**config.mk**
```make
export PLATFORM = sky130hd
export DESIGN_NAME = makestuff_chunk_arbiter
export DESIGN_NICKNAME = d
export VERILOG_FILES = /design/src/rtl/makestuff_chunk_arbiter.sv
export SDC_FILE = /design/constraint.sdc
export NUM_CORES = 1
export LEC_CHECK = 0
export BUFFER_PORTS_ARGS = -buffer_cell sky130_fd_sc_hd__buf_2
export CAP_MARGIN = 10
export CORE_AREA = 2 2 71 73
export CTS_CLUSTER_SIZE = 14
export DETAILED_ROUTE_END_ITERATION = 7
export DIE_AREA = 0 0 73 75
export PLACE_DENSITY_LB_ADDON = 0.12
export SLEW_MARGIN = 20
export SYNTH_ARGS = -nofsm -noshare
export SYNTH_HDL_FRONTEND = slang
export SYNTH_SLANG_ARGS = --single-unit
export TNS_END_PERCENT = 1
```
**constraint.sdc**
```tcl
create_clock -name clk_in -period 1.9 [get_ports clk_in]
set_input_delay 0.095 -clock clk_in [delete_from_list [all_inputs] [get_ports clk_in]]
set_output_delay 0.095 -clock clk_in [all_outputs]
set_load 0.02 [all_outputs]
```
**src/rtl/makestuff_chunk_arbiter.sv**
```systemverilog
// makestuff_chunk_arbiter: round-robin arbiter that hands a FIFO's write port to
// one requester at a time, in whole chunks of CHUNKSIZE beats.
// Ports: clk_in/reset_in (async, active-low); rData_in/rValid_in/rValidChunk_in
// and rReady_out per requester; oData_out/oValid_out/oReady_in/oReadyChunk_in
// toward the FIFO; grant_out, busy_out, chunkDone_out status.
// Optional: define MAKESTUFF_CHUNK_ARBITER_STATS_EN to add stats_out, one
// saturating 32-bit completed-chunk counter per requester.
module makestuff_chunk_arbiter #(
    parameter int WIDTH     = 32,
    parameter int NUM_REQ   = 4,
    parameter int CHUNKSIZE = 4,
    localparam int GW = (NUM_REQ > 1) ? $clog2(NUM_REQ) : 1
) (
    input  logic                     clk_in,
    input  logic                     reset_in,
    input  logic [NUM_REQ*WIDTH-1:0] rData_in,
    input  logic [NUM_REQ-1:0]       rValid_in,
    input  logic [NUM_REQ-1:0]       rValidChunk_in,
    output logic [NUM_REQ-1:0]       rReady_out,
    output logic [WIDTH-1:0]         oData_out,
    output logic                     oValid_out,
    input  logic                     oReady_in,
    input  logic                     oReadyChunk_in,
    output logic [GW-1:0]            grant_out,
    output logic                     busy_out,
    output logic                     chunkDone_out
`ifdef MAKESTUFF_CHUNK_ARBITER_STATS_EN
    ,
    output logic [NUM_REQ*32-1:0]    stats_out
`endif
);

    localparam int CW = $clog2(CHUNKSIZE + 1);
    localparam logic [CW-1:0] LAST = CW'(CHUNKSIZE - 1);
    localparam logic [GW-1:0] MAXG = GW'(NUM_REQ - 1);

    typedef enum logic {IDLE, XFER} state_t;

    state_t           state;
    state_t           state_nxt;
    logic [GW-1:0]    ptr;
    logic [GW-1:0]    grant;
    logic [GW-1:0]    win;
    logic [CW-1:0]    count;
    logic             arb;
    logic             beat;
    logic             last;
    logic             found;
    int               idx;
    logic [WIDTH-1:0] lane [NUM_REQ];

    for (genvar k = 0; k < NUM_REQ; k++) begin : g_lane
        assign lane[k] = rData_in[k*WIDTH +: WIDTH];
    end

    // First eligible requester at or after ptr, wrapping at NUM_REQ
    // (explicit subtract keeps non-power-of-2 counts correct).
    always_comb begin
        win   = ptr;
        found = 1'b0;
        idx   = 0;
        for (int i = 0; i < NUM_REQ; i++) begin
            idx = int'(ptr) + i;
            if (idx >= NUM_REQ) idx = idx - NUM_REQ;
            if (!found && rValidChunk_in[idx]) begin
                found = 1'b1;
                win   = GW'(idx);
            end
        end
    end

    assign arb  = (state == IDLE) && oReadyChunk_in && (|rValidChunk_in);
    assign beat = (state == XFER) && rValid_in[grant] && oReady_in;
    assign last = beat && (count == LAST);

    always_ff @(posedge clk_in or negedge reset_in) begin
        if (!reset_in) state <= IDLE;
        else           state <= state_nxt;
    end

    always_comb begin
        state_nxt = state;
        unique case (state)
            IDLE: if (arb)  state_nxt = XFER;
            XFER: if (last) state_nxt = IDLE;
            default:        state_nxt = IDLE;
        endcase
    end

    always_comb begin
        busy_out      = (state == XFER);
        oData_out     = lane[grant];
        oValid_out    = 1'b0;
        rReady_out    = '0;
        chunkDone_out = last;
        if (state == XFER) begin
            oValid_out        = rValid_in[grant];
            rReady_out[grant] = oReady_in;
        end
    end

    assign grant_out = grant;

    always_ff @(posedge clk_in or negedge reset_in) begin
        if (!reset_in) begin
            ptr   <= '0;
            grant <= '0;
            count <= '0;
        end else if (arb) begin
            grant <= win;
            count <= '0;
        end else if (last) begin
            count <= '0;
            ptr   <= (grant == MAXG) ? '0 : grant + 1'b1;
        end else if (beat) begin
            count <= count + 1'b1;
        end
    end

`ifdef MAKESTUFF_CHUNK_ARBITER_STATS_EN
    logic [NUM_REQ-1:0][31:0] stats_q;

    always_ff @(posedge clk_in or negedge reset_in) begin
        if (!reset_in) begin
            stats_q <= '0;
        end else if (last && (stats_q[grant] != 32'hFFFF_FFFF)) begin
            stats_q[grant] <= stats_q[grant] + 32'd1;
        end
    end

    assign stats_out = stats_q;
`endif

endmodule

```
Yosys cells after proc, flatten, opt, wreduce, memory -nomap -nowiden. Index checks and enable logic that the tools add are counted.

Flip-flop bits (word level): 8. Output and inout bits: 41. Logic and storage cells: 84.

Add/subtract/negate cells: 9. Order comparisons: 11. Equality and inequality tests: 2. Multiplexer cells: 39. Bitwise gates (word level): 4. Reductions and logical operators: 15.

Operators by type and width (count): $mux W32 (6); $lt A32 B4 Y1 const B (4); $bmux W32 S2 (1); $mux W1 (16); $ge A3 B3 Y1 const B (4); $sub A3 B3 Y4 const B (3); $bmux W1 S2 (5); $mux W2 (5); $logic_and A1 B1 Y1 (9); $mux W3 (3); $add A2 B2 Y3 const B (2); $and A4 B4 Y4 (1); $mux W4 (1); $reduce_or A4 Y1 (1); $sub A2 B3 Y4 const B (1); $add A2 B1 Y3 const B (1); $add A3 B1 Y3 const B (1); $eq A3 B2 Y1 const B (1); $ge A2 B3 Y1 const B (1); $logic_not A1 Y1 (3); $lt A2 B3 Y1 const B (1); $not A2 Y3 (1); $reduce_bool A3 Y1 (1); $add A2 B1 Y2 const B (1); other kinds (6) (7).

Depth between registers and ports, before layout.
Word-level depth: 15. Mapped depth: 5. Mapped depth without buffers: 4.

Worst setup path after synthesis. OpenSTA, ideal clock, no wires.

Path type: reg2reg. From: reg grant[1] (netlist: grant_out[1]). To: reg ptr[1]. Data arrival time: 1.602 ns. Required time: 1.775 ns. Slack: 0.173 ns. Cell stages (with the launch flop): 6. Path buffers: 2. Cells stage by stage: dfrtp_1 -> buf_6 -> clkbuf_1 -> inv_1 -> ha_1 -> mux2_4.

Longest elaborated chain between the ends: 6.

RTL lines: start, declared (RTL line 42) `logic [GW-1:0] grant;`; start signal, assigned (RTL line 110) `grant <= win;`; $bmux W1 S2 (RTL line 73) `assign beat = (state == XFER) && rValid_in[grant] && oReady_in;`; $mux W1 (not written as such) (RTL line 73); $logic_and A1 B1 Y1 (2 in series) (RTL line 73); $logic_and A1 B1 Y1 (RTL line 74) `assign last = beat && (count == LAST);`; $reduce_and A2 Y1 (no source line); end signal, assigned (RTL line 114) `ptr <= (grant == MAXG) ? '0 : grant + 1'b1;`; end, declared (RTL line 41) `logic [GW-1:0] ptr;`.

Several ways; a longest one is shown, not always the timed one. The select of a mux whose other input is x is not followed. A chain may end at the register's enable or synchronous reset.

Final worst setup path.
From: reg grant[1] (netlist: grant_out[1]). To: out oData_out[28].

Longest elaborated chain between the ends: 4.

RTL lines: $not A2 Y3 (not written as such) (RTL line 92) `oData_out = lane[grant];`; $bmux W32 S2 (RTL line 92); $mux W32 (not written as such) (2 in series) (RTL line 92); end, declared (RTL line 20) `output logic [WIDTH-1:0] oData_out,`.

Every way passes these cells. The select of a mux whose other input is x is not followed.

==> reports/results.tsv <==
stage	metric	value	unit
drt	first_pass_iters	4	
logic_synthesis	synth_seq_cells	8	
final_layout	drive_above_1_share	79.44	%
power_and_ir_drop	switching_share	48.75	%
logic_synthesis	synth_top_area_cell	mux4_2	
logic_synthesis	synth_flop_cell	dfrtp_1	
timing	hold_viol	0	
drt	first_iter_violations	67	
worst_setup_path	worstPathRequired	1.80	ns
power_and_ir_drop	power_switching	1.575	mW
cts	cts_sinks	8	
logic_synthesis	synth_most_common_cell	mux4_2	
cts	cts_root_buf	clkbuf_8	
timing	slew_headroom	79.29	%
global_route	antenna_found_initial	0	
timing	whs	0.2331	ns
logic_synthesis	yosys_warnings	0	
worst_setup_path	crit_path_end_kind	primary output	
worst_setup_path	critPathMostFrequentCell	buf_4	
floorplanning	dieArea	5475	sq um
logic_synthesis	yosysTopAreaCellShare	52.75	%
power_and_ir_drop	seqPwrFrac	10.0	%
floorplanning	die_w	73	um
worst_setup_path	cpPeakStageDelay	0.42	ns
final_layout	stdcell_area	2391	sq um
timing	drv_slew	0	
drt	routed_wl	6021	um
power_and_ir_drop	ir_drop	0.8388	mV
cts	htree_levels	1	
power_and_ir_drop	power.internal	1.656	mW
global_route	grt_overflow_total	0	
floorplanning	io_pins	181	
floorplanning	die_h	75	um
logic_synthesis	synthArstFlopShare	100.0	%
global_route	grt_pass1_wl	8535	um
drt	viasPerCell	5.152	
logic_synthesis	synth_edf_count	0	
logic_synthesis	synth_nets	249	
worst_setup_path	cp_max_fo	17	
final_layout	fin_nets	433	
timing	tns	0	ns
worst_setup_path	startpoint_type	flop	
drt	ant_nets	0	
drt	drc	0	
cts	clk_pin_slew_worst_paths	0.05	ns
cts	cts_tree	built	
worst_setup_path	crit_arrival	1.65	ns
logic_synthesis	synth_seq_area_share	14.65	%
outcome	status	completed	
timing	rsz0062_at_grt	no	
floorplanning	placementRows	25	
timing	period_minus_slack	1.740	ns
cts	cts_max_path_buffers	2	
timing	setup_viol	0	
drt	via_count	1757	
global_route	grt.total_usage	20.60	%
cts	clock_latency	0.23	ns
drt	wire_per_inst	17.66	um
logic_synthesis	yosys-top-cells-count	32 x mux4_2, 8 x dfrtp_1, 7 x inv_1, 6 x nand2_1	
timing	fin_skew	0.007626	ns
worst_setup_path	crit_slowest_cell	dfrtp_1	
floorplanning	start_util	29.32	%
power_and_ir_drop	p_comb_share	83.2	%
timing	fin_crit_sh	91.60	%
logic_synthesis	synth.area.top_cells	mux4_2 53%, dfrtp_1 15%, ha_1 4.6%, and3_1 2.3%, mux2i_1 2.2%	
placed_design	placed_cell_area	2336	sq um
final_layout	syn2layout_area_growth	75.00	%
logic_synthesis	synth_area	1366	sq um
power_and_ir_drop	clock_power_share	6.8	%
placed_design	hpwl	5369	um
worst_hold_path	holdCritPathClass	in2async	
placed_design	finalWeightedCongestion	0.9214	
logic_synthesis	synth.distinct_cells	30	
power_and_ir_drop	p_per_area	1351	nW/um^2
placed_design	io_buffers	180	
cts	cts_setup_buffers	0	
worst_setup_path	crit_path_cell_trace	buf_4 -> buf_4 -> mux4_2 -> buf_2	
timing	worst_slew_pin_slew	0.3020	ns
logic_synthesis	postSynthCellCount	104	
timing	clock.fmax	574.6	MHz
logic_synthesis	avgSynthCellArea	13.14	sq um
floorplanning	coreArea	4661	sq um
worst_setup_path	critical_path_class	reg2out	
job	cap_violations	0	
final_layout	num_antenna_cells	0	
global_route	grt_pass1_vias	1682	
global_route	grt_max_degree	18	
power_and_ir_drop	p_leak	1.294	nW
cts	cts-buffers-inserted	3	
## layout make-up
cell class	count	area, sq um
Fill cell	430	2270
Multi-Input combinational cell	81	1095
Inverter	7	26.28
Sequential cell	8	201.4
Tap cell	54	67.56
Timing Repair Buffer	187	955.9
Clock buffer	4	45.04
## state kept, by name, indices dropped and copies added (netlist names)
register / flops
ptr: 2
grant_out: 2
count: 3
busy_out: 1
## cell usage in the layout, fill, tap and decap left out, types with 4 or more instances in the layout
| master | netlist | layout |
|---|---|---|
| buf_2 | 3 | 180 |
| mux4_2 | 32 | 32 |
| inv_1 | 7 | 7 |
| dfrtp_1 | 8 | 7 |
| nand2_1 | 6 | 6 |
| buf_4 | 1 | 6 |
| and3_1 | 5 | 5 |
| ha_1 | 5 | 5 |
| o21ai_0 | 4 | 4 |
## timing repair
action                    in CTS  in global routing
resized for setup              0                  0
hold buffers                   1                  0
hold endpoints to repair       8                  0
## per-layer routing
layer | vias to the layer above | track usage, % | wire [um]
met5 | - | 0 | 0
met4 | 0 | 0.6173 | 0
met3 | 0 | 6.024 | 613
met2 | 92 | 35.14 | 2969
met1 | 861 | 27.66 | 2438
li1 | 804 | - | -
## critical path, delay by kind of cell (launching register included)
kind                   cells  cell delay [ns]
buffers and inverters      3             0.67
muxes                      1             0.32
DFF                        1             0.42
## logic make-up (layout without fill, tap and decap cells)
kind of cell	Yosys count	count (layout)	synth area share, %
flops	8	8	14.65
fa+ha+maj	5	5	4.579
compound gates	13	13	6.868
simple gates	25	25	10.81
buf+inv	15	198	5.220
mux	38	38	57.87
## worst paths after layout
check	end	depth (start not counted)	start	slack [ns]
max	oData_out[28]	4	grant_out[1]	0.16
min	grant_out[1]	2	reset_in	0.23
max reg2reg	ptr[1]	4	grant_out[0]	0.43
min reg2reg	count[0]	1	count[0]	0.49
max in group asynchronous	grant_out[0]	2	reset_in	1.48
min in group clk_in	grant_out[1]	3	rValidChunk_in[3]	0.25
## per-stage QoR
| step | std cells | power, mW | worst slack, ns | utilization [%] |
|---|---|---|---|---|
| 5_1_grt | 341 | 3.475 | 0.07831 | 51.30 |
| 3_3_place_gp | 336 | 3.033 | 0.4168 | 50.12 |
| 2_1_floorplan | 104 | 2.271 | 0.1730 | - |
| 4_1_cts | 341 | 3.266 | 0.1502 | 51.30 |
| 3_5_place_dp | 336 | 3.042 | 0.3949 | 50.12 |
| 6_report | 341 | 3.231 | 0.1595 | 51.30 |
## power by group through the flow
stage          sequential [mW]  combinational, mW  clock (mW)
2_1_floorplan            0.341               1.93           0
3_3_place_gp             0.326               2.71           0
3_5_place_dp             0.327               2.71           0
4_1_cts                  0.325               2.72       0.217
5_1_grt                  0.340               2.90       0.234
6_report                 0.324               2.69       0.219
Note: power is estimated with default switching activity, not from simulation.
